File: config.mk
export PLATFORM = sky130hd
export DESIGN_NAME = hazard_ctrl
export DESIGN_NICKNAME = d
export VERILOG_FILES = /design/src/rtl/hazard_ctrl.sv
export SDC_FILE = /design/constraint.sdc
export NUM_CORES = 1
export LEC_CHECK = 0
export ABC_AREA = 1
export CAP_MARGIN = 20
export CORE_MARGIN = 5
export CORE_UTILIZATION = 40
export CTS_BUF_LIST = sky130_fd_sc_hd__clkbuf_8
export CTS_CLUSTER_DIAMETER = 40
export DETAILED_ROUTE_END_ITERATION = 10
export GPL_ROUTABILITY_DRIVEN = 1
export PLACE_DENSITY = 0.75
export SETUP_SLACK_MARGIN = 0.02
export SYNTH_ARGS = -nofsm -noshare
export SYNTH_HDL_FRONTEND = slang
export SYNTH_SLANG_ARGS = --single-unit
export TNS_END_PERCENT = 1
File: constraint.sdc
create_clock -name clk -period 2.15 [get_ports clk]
set_input_delay 0.3225 -clock clk [delete_from_list [all_inputs] [get_ports clk]]
set_output_delay 0.3225 -clock clk [all_outputs]
set_load 0.02 [all_outputs]
File: src/rtl/hazard_ctrl.sv
// rtl/hazard_ctrl.sv - pipeline hazard/stall controller for the 5-stage CPU
//
// Purpose: drives the load enables (*_we) and synchronous clears (*_flush) of
// the PC and the IF/ID, ID/EX, EX/MEM and MEM/WB registers. It freezes,
// bubbles or squashes stages for the following events, highest priority first:
// halt, data-memory wait, multi-cycle mul/div, taken branch, load-use.
// It also counts the stall cycles.
//
// Ports:
//   clk, rst_n                  clock (rising edge); asynchronous active-low reset
//   id_rs, id_rt                source registers of the ID instruction
//   id_uses_rs, id_uses_rt      ID instruction really reads rs / rt
//   ex_rd, ex_mem_read          EX destination register; EX is a load
//   ex_md_start                 EX is a mul/div (sampled in RUN only)
//   branch_taken                EX branch/jump resolved taken
//   dmem_stall                  MEM access not complete this cycle
//   halt                        halt/syscall retiring in WB
//   pc_we .. memwb_we           load enables (combinational)
//   ifid_flush .. memwb_flush   synchronous clears (combinational)
//   busy                        FSM not in RUN
//   stall_cycles                cycles with pc_we=0 since reset (wraps)
module hazard_ctrl #(
    parameter int MD_CYCLES = 4,
    parameter int CNT_W     = 32
) (
    input  logic             clk,
    input  logic             rst_n,
    input  logic [4:0]       id_rs,
    input  logic [4:0]       id_rt,
    input  logic             id_uses_rs,
    input  logic             id_uses_rt,
    input  logic [4:0]       ex_rd,
    input  logic             ex_mem_read,
    input  logic             ex_md_start,
    input  logic             branch_taken,
    input  logic             dmem_stall,
    input  logic             halt,
    output logic             pc_we,
    output logic             ifid_we,
    output logic             idex_we,
    output logic             exmem_we,
    output logic             memwb_we,
    output logic             ifid_flush,
    output logic             idex_flush,
    output logic             exmem_flush,
    output logic             memwb_flush,
    output logic             busy,
    output logic [CNT_W-1:0] stall_cycles
);

    localparam int MW = $clog2(MD_CYCLES + 1);
    localparam logic [MW-1:0] MD_LOAD = MW'(MD_CYCLES - 1);

    typedef enum logic [1:0] {
        S_RUN     = 2'd0,
        S_MD_WAIT = 2'd1,
        S_HALTED  = 2'd2
    } state_t;

    state_t        state, state_nxt;
    logic [MW-1:0] md_cnt, md_cnt_nxt;
    logic          md_go;
    logic          md_stall;
    logic          load_use;

    // A taken branch squashes the mul/div in EX, so it must not start one.
    assign md_go    = (state == S_RUN) && ex_md_start && !branch_taken;
    assign md_stall = (state == S_MD_WAIT) || md_go;

    assign load_use = ex_mem_read && (ex_rd != 5'd0) &&
                      ((id_uses_rs && (id_rs == ex_rd)) ||
                       (id_uses_rt && (id_rt == ex_rd)));

    // State register
    always_ff @(posedge clk or negedge rst_n) begin
        if (!rst_n) begin
            state        <= S_RUN;
            md_cnt       <= '0;
            stall_cycles <= '0;
        end else begin
            state  <= state_nxt;
            md_cnt <= md_cnt_nxt;
            if ((state != S_HALTED) && !pc_we)
                stall_cycles <= stall_cycles + CNT_W'(1);
        end
    end

    // Next-state logic. dmem_stall deliberately has no effect here: the
    // mul/div unit keeps counting while memory is waiting.
    always_comb begin
        state_nxt  = state;
        md_cnt_nxt = md_cnt;
        case (state)
            S_RUN: begin
                if (halt) begin
                    state_nxt = S_HALTED;
                end else if (md_go && (MD_CYCLES > 1)) begin
                    // The start cycle is the first stall cycle.
                    state_nxt  = S_MD_WAIT;
                    md_cnt_nxt = MD_LOAD;
                end
            end
            S_MD_WAIT: begin
                if (halt) begin
                    state_nxt  = S_HALTED;
                    md_cnt_nxt = '0;
                end else begin
                    md_cnt_nxt = md_cnt - MW'(1);
                    if (md_cnt == MW'(1))
                        state_nxt = S_RUN;
                end
            end
            S_HALTED: state_nxt = S_HALTED;
            default:  state_nxt = S_RUN;
        endcase
    end

    // Output logic. Where a flush is raised, the matching we stays 1; the
    // register's clear has priority over its load anyway.
    always_comb begin
        pc_we       = 1'b1;
        ifid_we     = 1'b1;
        idex_we     = 1'b1;
        exmem_we    = 1'b1;
        memwb_we    = 1'b1;
        ifid_flush  = 1'b0;
        idex_flush  = 1'b0;
        exmem_flush = 1'b0;
        memwb_flush = 1'b0;
        if (!rst_n || (state == S_HALTED)) begin
            pc_we    = 1'b0;
            ifid_we  = 1'b0;
            idex_we  = 1'b0;
            exmem_we = 1'b0;
            memwb_we = 1'b0;
        end else if (dmem_stall) begin
            // Freeze everything upstream of MEM; bubble into WB.
            pc_we       = 1'b0;
            ifid_we     = 1'b0;
            idex_we     = 1'b0;
            exmem_we    = 1'b0;
            memwb_flush = 1'b1;
        end else if (md_stall) begin
            // Hold IF..EX; bubble into MEM; let older instructions drain.
            pc_we       = 1'b0;
            ifid_we     = 1'b0;
            idex_we     = 1'b0;
            exmem_flush = 1'b1;
        end else if (branch_taken) begin
            ifid_flush = 1'b1;
            idex_flush = 1'b1;
        end else if (load_use) begin
            pc_we      = 1'b0;
            ifid_we    = 1'b0;
            idex_flush = 1'b1;
        end
    end

    assign busy = rst_n && (state != S_RUN);

endmodule

==> qor.csv <==
stage;metric;value;unit
run_status;status;finished clean;
pwr;Max VDD drop;0.207;mV
placed_design;Area after DPL;3540;µm²
floorplanning;core area;6760;µm²
floorplanning;Die ar.;8680;µm²
cts;clock slew at reported path FFs;0.08;ns
detailed_routing;routed wire length;7690;µm
yosys;Synth Instances;441;
detailed_routing;DRT Pass-1 Iters;6;
sta;Fin Hold WS;0.288;ns
global_route;largest net degree at the start of global routing;37;
yosys;xor/xnor cell area share of the yosys netlist;0.0506;
sta;Max Slew Vio Count;0;
yosys;mux share of post-synthesis cell area;0;
critical_path;data required time at the worst endpoint;1.83;ns
critical_path;CP delay by family, top;buffers and inverters;
yosys;#FFs+latches synth;37;
yosys;post-synthesis sequential area ratio;0.335;
global_route;first-pass GRT wire length;13100;µm
sta;Period minus WS final;2.02;ns
yosys;mapped cell area;2770;µm²
critical_path;Crit-path slowest cell;clkdlybuf4s50_1;
critical_path;Critical R2R Capture;stall_cycles[12];
final_layout;n_diodes;0;
floorplanning;die height;93.2;µm
yosys;Adder-Cell Fraction of Synth Area;0.0136;
sta;fmax;0.494;GHz
floorplanning;Top-Level Pins;66;
cts;Max H-tree Level;2;
final_layout;Layout area overhead;31.3;%
cts;clk_lat worst skew;0.29;ns
sta;Fin Setup TNS;0;ns
detailed_routing;DRC errors left;0;
cts;root buf cell;clkbuf_8;
final_layout;Design Area, Final;3630;µm²
cts;CTS max path bufs;2;
global_route;GRT Overall Usage;0.185;
pwr;Power Dens Cells;354;nW/µm²
critical_path;crit path from;branch_taken;
critical_path;R2R cell count;9;
global_route;vias in the first global route;2939;
pwr;Leakage;1.83;nW
cts;CTS tree;yes;
yosys;Syn Nets;468;
floorplanning;Starting Density;0.410;
detailed_routing;Post-DRT Antenna Nets;0;
pwr;power after layout;0.00129;W
pwr;Sw Pwr;0.000313;W
pwr;Flop pwr share;0.541;
pwr;P_int;0.000974;W
sta;Setup Skew;0.00614;ns
yosys;Synth Area per Inst;6.28;µm²
pwr;Clock power frac;0.372;
critical_path;Crit Path Category;in -> out;
cts;CTS Sinks;37;
placed_design;IO Port Bufs;65;
critical_path;crit-path max FO;4;
final_layout;layout cells sized above 1;0.0736;
critical_path;Critical Path AT;1.70;ns
placed_design;dpl cells;586;
sta;final setup fails;0;
placed_design;Detail Placement HPWL;5900;µm
final_layout;post-route insts no fill;596;
cts;Inserted Clock Buffers;5;
yosys;Simple-Gate Fraction of Synth Area;0.511;
detailed_routing;drt initial violations;222;
critical_path;crit end category;output pin;
final_layout;register area;926;µm²
yosys;unique cell type count in the Yosys netlist;25;
sta;Final Hold Fails;0;
min_path;Min-Delay Path Class;in -> async;
final_layout;Layout fillers;678;
final_layout;Multi-input gate area;1640;µm²
floorplanning;Die W;93.2;µm
detailed_routing;vias after detailed routing;3022;
detailed_routing;Via density;5.07;
yosys;Ys Warns;0;
sta;Worst slew margin;0.690;
yosys;largest family of logic cells by synthesized area;simple AND/OR/NAND/NOR gates;
pwr;switching share of total power;0.243;
critical_path;Buf/Inv on CP;3;
global_route;GRT Residual Overflow;0;
detailed_routing;wire per inst;12.9;µm
sta;RSZ-0062 raised after global routing;true;
critical_path;CP max stage delay;0.48;ns
critical_path;Setup crit start kind;input pin;
job;max cap viols;0;
critical_path;reg-to-reg startpoint;stall_cycles[0];
final_layout;commonest non-fill, non-tap cell in the layout;nand2_1;
global_route;initial antenna violation count;0;
sta;Least-Margin Pin Slew;0.465;ns
yosys;post-synthesis compound-gate area fraction;0.0154;
critical_path;worst path cell trace;clkdlybuf4s50_1 -> nor2_1 -> nand2_1 -> nand2_1 -> nor3_4 -> buf_4 -> nand2_2 -> nand2_2 -> clkbuf_2;
pwr;Logic pwr share;0.087;
critical_path;flop-to-flop setup slack;0.18;ns
final_layout;Nets;542;
final_layout;most frequent cells in the layout;nand2_1, nor2_1, clkdlybuf4s50_1, dfrtp_1, nand4_1;
sta;Tcrit/Tclk final;0.941;
placed_design;Placer Congestion;0.958;
floorplanning;Site Rows;30;
[flip-flops by register name, indices dropped and copies added, names as in the netlist]
name	flops
md_cnt	3
state	2
stall_cycles	32
[layout make-up]
| type | instances | area share |
|---|---|---|
| multi-input cells | 356 | 0.451 |
| clock inverters | 3 | 0.00379 |
| inverters | 34 | 0.0351 |
| flip-flops and latches | 37 | 0.255 |
| well taps | 80 | 0.0275 |
| repair buffers | 81 | 0.209 |
| clock buffers | 5 | 0.0189 |
[power by group through the flow]
stage                     clock, W  combinational, W  sequential, W
after floorplan                  0         0.0000339       0.000710
after global placement           0          0.000108       0.000710
after detailed placement         0          0.000112       0.000710
after CTS                 0.000491          0.000113       0.000696
after global routing      0.000515          0.000126       0.000696
final                     0.000478          0.000112       0.000696
[repair_timing]
item / CTS / global route
buffers inserted: 0 / 1
setup endpoints to repair: 6 / 39
cloned: 0 / 0
hold buffers: 1 / 0
hold endpoints to repair: 1 / 0
gates resized for setup: 8 / 12
pin swaps: 0 / 2
[stage by stage]
step / util / setup WS (ns)
after CTS: 0.537 / -0.0336
final: 0.538 / 0.126
after floorplan: - / 0.0659
after global placement: 0.524 / -0.185
after detailed placement: 0.524 / -0.220
after global routing: 0.538 / -0.000857
[Yosys cell counts]
library cell / n / area (µm²)
nand2_1: 204 / 766
nor2_1: 67 / 251
dfrtp_1: 37 / 926
nand4_1: 34 / 213
inv_1: 28 / 105
nand3b_1: 15 / 113
xor2_1: 12 / 105
buf_2: 6 / 30.0
buf_4: 5 / 37.5
inv_2: 4 / 15.0
xnor2_1: 4 / 35.0
a21oi_1: 3 / 15.0
clkbuf_1: 3 / 11.3
ha_1: 3 / 37.5
nand2_2: 3 / 18.8
nand3_1: 3 / 15.0
clkinv_1: 2 / 7.51
a32o_1: 1 / 10.0
nand3_2: 1 / 10.0
nor2_2: 1 / 6.26
nor3_4: 1 / 16.3
o211ai_1: 1 / 7.51
o21ai_0: 1 / 5.00
o21ai_1: 1 / 5.00
or2_1: 1 / 6.26
[cells by family after synthesis]
logic type               Yosys count
AO/OA/AOI/OAI                      7
XOR/XNOR                          16
adder cells (fa/ha/maj)            3
buffers and inverters             48
flip-flops                        37
AND/OR/NAND/NOR                  330
[metal layers]
layer,up-vias,global-route usage,wire length (µm)
met5,-,0,0
met4,0,0.0513,82
met3,10,0.0338,351
met2,73,0.322,3740
met1,1394,0.233,3510
li1,1545,-,-
[worst register-to-register path, cell delays in order (launching register included)]
cell and delay (ns):
dfrtp_1 0.46, ha_1 0.30, inv_2 0.06, nor2_1 0.24, buf_4 0.18, inv_2 0.03
nor2_1 0.25, xor2_1 0.19, nand4_1 0.11, nand2_1 0.09
[worst max path at each step]
stage	to	slack [ns]	cells after the start
finish	pc_we	0.13	9
global route	ifid_we	-0.0009	9
CTS	ifid_we	-0.03	7
detailed placement	ifid_we	-0.22	8
global placement	ifid_we	-0.19	8
floorplan	pc_we	0.07	9
No activity file was read; power rests on OpenSTA's default activity.
==> RTL change 1: new RTL, same settings <==
Make the reset (`rst_n`) synchronous in one clocked block. Comments in the files are not updated.
--- a/src/rtl/hazard_ctrl.sv
+++ b/src/rtl/hazard_ctrl.sv
@@ -72,7 +72,7 @@
                        (id_uses_rt && (id_rt == ex_rd)));
 
     // State register
-    always_ff @(posedge clk or negedge rst_n) begin
+    always_ff @(posedge clk) begin
         if (!rst_n) begin
             state        <= S_RUN;
             md_cnt       <= '0;
Function: differs if rst_n is asserted again (counterexample within 4 cycles, from zero or initial values and one cycle with rst_n low); with rst_n held inactive, the same outputs for 10 cycles.
==> RTL change 1 against the original RTL <==
- fmax fell by 1.9%
- synthesized area fell by 5.1%
- wire length rose by 1.4%
- worst setup slack got worse by 40 ps
- cell area fell by 2.9%
- sequential cell count did not move
- global-route usage rose by 0.23 points
Power is not compared: it rests on default switching activity, and its combinational part moved more than twofold at a synthesized area within 25%.
==> RTL change 1: results (changes against the original RTL) <==
Place
  • Pre-CTS WS: -315 ps (-94.5 ps)
  • Placed Area: 3420 um2 (-3.3%)
  • DPL Wire Length: 5.98 mm (+1.3%)
  • Inst Count DP: 587 (+0.17%)
  • RD Place Congestion: 0.878 (-8.4%)

Status
  • Outcome: finished, final reports clean

Routing
  • Drt first pass iters: 4 (-2)
  • Vias/cell: 5.07 (about the same)
  • Initial DRC count: 187 (-16%)
  • Routed met2 length: 4.02 mm (+7.3%)
  • Top layer in use: met4
  • Drt total wl: 7.79 mm (+1.4%)
  • Metal-1 WL: 3.38 mm (-3.8%)
  • Met3 wire len: 379 um (+8.0%)

Finish
  • Clock network area share: 3.40% (+1.1 points)
  • FF/Latch Area: 741 um2 (-20%)
  • # nets final: 544 (+0.37%)
  • Multi-input logic area: 1680 um2 (+2.4%)
  • Share of cells above drive strength 1: 6.76% (-0.61 points)
  • #MultiIn Comb: 358 (+0.56%)
  • Fillers: 637 (-6.0%)
  • Buffers excl. clock: 81 (unchanged)
  • Area Overhead vs Synth: 34.3%
  • Clock buffer cells: 6 (+1)
  • Biggest regs: stall_cycles (32), md_cnt (3), state (2)
  • NonClk Buf Share: 21.8% (+0.86 points)
  • Non-filler cells in the finished layout: 595 (-0.17%)

Synthesis
  • Complex-gate fraction of the synthesized area: 8.19% (+6.7 points)
  • Mapped Cells: 445 (+0.91%)
  • Syn Area/Cell: 5.90 um2 (-5.9%)
  • Post-synthesis sequential area ratio: 28.2% (-5.3 points)
  • Fraction of registers with async set/reset: 0% (-100 points)
  • Yosys cell types: 26 (+4.0%)
  • Synth Area in XOR/XNOR: 5.33% (+0.27 points)
  • Net Count, Synth: 472 (+0.85%)
  • Total of warnings raised by yosys: 0 (unchanged)
  • Most common library cells after synthesis: 174 x nand2_1, 69 x nor2_1, 37 x dfxtp_1
  • Main synth FF type: dfxtp_1
  • Area contributors post-synth: dfxtp_1 28%, nand2_1 25%, nor2_1 9.9%
  • Mux contribution to synthesized area: 0% (unchanged)
  • Post-synthesis adder-cell area fraction: 1.43% (+0.072 points)
  • Synth Register Bits: 37 (unchanged)

GRT
  • Vias in the first global route: 2946 (+0.24%)
  • Gr usage total: 18.7% (+0.23 points)
  • Pin count of the biggest net entering global routing: 35 (-5.4%)
  • GRT met1 Usage: 22.9% (-0.33 points)
  • GRT met2 Usage: 34.3% (+2.0 points)
  • First-pass GRT wire length: 13.3 mm (+1.3%)
  • GR Layer Usage met3: 3.39% (+0.0095 points)

Clock tree
  • Number of post-CTS setup repair buffers: 0 (unchanged)
  • Clock transition at the registers of the reported paths: 70 ps
  • Skew-Pair Late Insertion Delay: 290 ps (about the same)

Pwr
  • Peak VDD IR: approximately 0.00028 V

STA
  • Setup Skew: 11.3 ps (+5.18 ps)
  • Max_slew headroom: 75.4% (+6.4 points)

Hold path
  • Tightest Hold Check Type: reg2reg

Worst setup path
  • Crit path DAT: 1740 ps (+40 ps)
  • Path depth of the worst reg2reg path: 10 (+1)
[RTL change 1: cell count changes after synthesis, sizes merged, moves of 2 or more]
cell,before,now
dfxtp,0,37
dfrtp,37,0
clkbuf,3,5
nand2,207,176
a21oi,3,35
nand4,34,32
[RTL change 1: report_power, final]
part	internal, W	switching (W)	leakage (nW)
logic	0.000141	0.000193	1.06
clock network	0.000378	0.000267	0.0574
registers	0.000699	0.0000116	0.299
[RTL change 1: final timing paths]
check,start,to,slack (ps)
setup / recovery,rst_n,exmem_we,90
hold / removal,stall_cycles[31],stall_cycles[31],510
setup reg to reg,state[1],stall_cycles[27],340
hold reg to reg,stall_cycles[31],stall_cycles[31],510
[RTL change 1: what timing repair did]
action / 4_1_cts / 5_1_grt
setup endpoints to repair: 6 / 38
gates resized for setup: 11 / 8
hold buffers: 0 / 0
[RTL change 1: critical path: stages]
cell,delay [ps]
clkdlybuf4s50_1,490
nand2_2,90
buf_4,150
nor2_1,80
clkdlybuf4s50_1,610
==> RTL change 2: new RTL, same flow settings <==
Without the edit above. The parameter `CNT_W` goes from 32 to 48.
--- a/src/rtl/hazard_ctrl.sv
+++ b/src/rtl/hazard_ctrl.sv
@@ -21,7 +21,7 @@
 //   stall_cycles                cycles with pc_we=0 since reset (wraps)
 module hazard_ctrl #(
     parameter int MD_CYCLES = 4,
-    parameter int CNT_W     = 32
+    parameter int CNT_W     = 48
 ) (
     input  logic             clk,
     input  logic             rst_n,
Ports: changed (resized stall_cycles); port bits go from 66 to 82. The function was not compared with the original's and may differ.
==> RTL change 2 against the original RTL <==
- sequential share of layout area is 0.66 points higher
- die area is 40% higher
- cell area is 40% higher
- synthesized area is 45% higher
- worst setup slack worse by 13 ps
- largest power group unchanged
- total power is 110% higher
- wire length is 70% higher
- largest cell class unchanged
- sequential cell count is 16 higher
- critical endpoint is now memwb_flush
==> RTL change 2: results (changes against the original RTL) <==
Place
  • DPL Wire Length: 10.1 mm (+72%)
  • Pre-CTS WS: -309 ps (-89.1 ps)
  • RD Place Congestion: 0.946 (-1.3%)
  • Placed Area: 5000 um2 (+41%)
  • Count of port buffers added during placement: 81 (+25%)

Hold path
  • Tightest Hold Check Type: in2async

Synthesis
  • Yosys cell types: 28 (+12%)
  • Main synth FF type: dfrtp_1
  • Post-synthesis sequential area ratio: 33.0% (-0.41 points)
  • Total of warnings raised by yosys: 0 (unchanged)
  • Net Count, Synth: 679 (+45%)
  • Fraction of registers with async set/reset: 100% (unchanged)
  • Area contributors post-synth: dfrtp_1 33%, nand2_1 28%, nand4_1 10%
  • Most common library cells after synthesis: 298 x nand2_1, 95 x nor2_1, 64 x nand4_1

Clock tree
  • Skew-Pair Late Insertion Delay: 310 ps (+20 ps)
  • Number of post-CTS setup repair buffers: 0 (unchanged)
  • Clock transition at the registers of the reported paths: 100 ps (+20 ps)
  • Clock buffer depth: 2 (unchanged)
  • Clock root cell: clkbuf_8
  • H-tree depth: 2 (unchanged)
  • TritonCTS Buffers: 5 (unchanged)

GRT
  • Vias in the first global route: 4328 (+47%)
  • First-pass GRT wire length: 21.8 mm (+67%)
  • Pin count of the biggest net entering global routing: 54 (+46%)
  • Gr usage total: 22.8% (+4.3 points)
  • Initial antenna violation count: 0 (unchanged)

Worst setup path
  • Crit path DAT: 1710 ps
  • Crit Path Max Fanout: 2 (-2)
  • Flop2flop setup slack: 250 ps (+70 ps)

Routing
  • Via count: 4492 (+49%)
  • Drt first pass iters: 5 (-1)
  • Initial DRC count: 320 (+44%)
  • Antenna-violating nets left: 0 (unchanged)
  • Drt total wl: 13.1 mm (+70%)

STA
  • Max_slew headroom: 53.2% (-16 points)
  • Setup Skew: 8.64 ps (+2.50 ps)
  • Post-layout min period: 2040 ps (+13.2 ps)
  • Hold Slack: 314 ps (+25.8 ps)

Finish
  • # nets final: 761 (+40%)
  • Share of cells above drive strength 1: 5.31% (-2.1 points)
  • Area Overhead vs Synth: 26.4%
  • Diodes inserted: 0 (unchanged)
  • Fillers: 1016 (+50%)
  • Largest register FFs: 48 (+50%)
  • Biggest regs: stall_cycles (48), md_cnt (3), state (2)

Pwr
  • Peak VDD IR: 0.000427 V (+110%)
  • Leak: 2.37 nW (+30%)

Status
  • Outcome: finished, final reports clean
-- RTL change 2: changes by cell type after synthesis, sizes merged, moves of 16 or more --
cell,unedited run,this run
nand2,207,300
nor2,68,99
nand4,34,64
dfrtp,37,53
inv,32,48
nand3,4,20
-- RTL change 2: worst paths after layout --
path                       cells past startpoint             from          endpoint
hold / removal                                 3            rst_n          state[0]
hold reg to reg                                2  stall_cycles[1]   stall_cycles[1]
setup / recovery                               5       dmem_stall       memwb_flush
max in group asynchronous                      3            rst_n  stall_cycles[36]
min in group clk                               2  stall_cycles[1]   stall_cycles[1]
setup reg to reg                               9         state[1]  stall_cycles[36]
-- RTL change 2: kinds of logic (layout without fill, tap and decap cells) --
logic type	Yosys count	in the layout	synth area share [%]
AOI/OAI and AO/OA	9	9	1.34
DFF	53	53	33.0
xor gates and xnor gates	16	16	3.49
and+or+nand+nor	501	501	54.0
buffers and inverters	70	153	7.23
adders and majority gates	3	3	0.935
-- RTL change 2: repair_timing --
action	4_1_cts	5_1_grt
gates resized for setup	14	12
endpoints found under the setup margin	6	54
gates cloned	0	0
-- RTL change 2: area by class of cell --
type | instances | area share (%)
timing repair buffer | 97 | 18.1
clock buffer | 5 | 1.36
multi-input combinational | 529 | 47.3
clock inverter | 3 | 0.222
inverter | 48 | 3.55
sequential | 53 | 26.1
tap | 133 | 3.28
-- RTL change 2: report_power, final --
| group | total (W) | switching (W) | internal [W] |
|---|---|---|---|
| clock | 0.000557 | 0.000338 | 0.000219 |
| combinational | 0.000957 | 0.000632 | 0.000325 |
| sequential | 0.00114 | 0.0000726 | 0.00107 |
| total | 0.00265 | 0.00104 | 0.00161 |
-- RTL change 2: through the flow --
stage | total power [W] | instances
5_1_grt | 0.00283 | 868
4_1_cts | 0.00268 | 868
3_3_place_gp | 0.00209 | 860
3_5_place_dp | 0.00212 | 860
6_report | 0.00265 | 868
2_1_floorplan | 0.00176 | 652
-- RTL change 2: worst max-delay path, cell delays in order --
cell	delay (ps)
clkdlybuf4s50_1	520
buf_4	130
inv_1	40
nor2_1	90
clkdlybuf4s50_1	610
-- RTL change 2: metal layers --
layer  track usage [%]  share of wire [%]  routed length, um  vias up
met5                 0                  0                  0        -
met4              5.45                1.6                211        0
met3              2.68                4.9                647       10
met2              37.7                 47               6130      144
met1              31.9                 47               6110     2084
li1                  -                  -                  -     2254
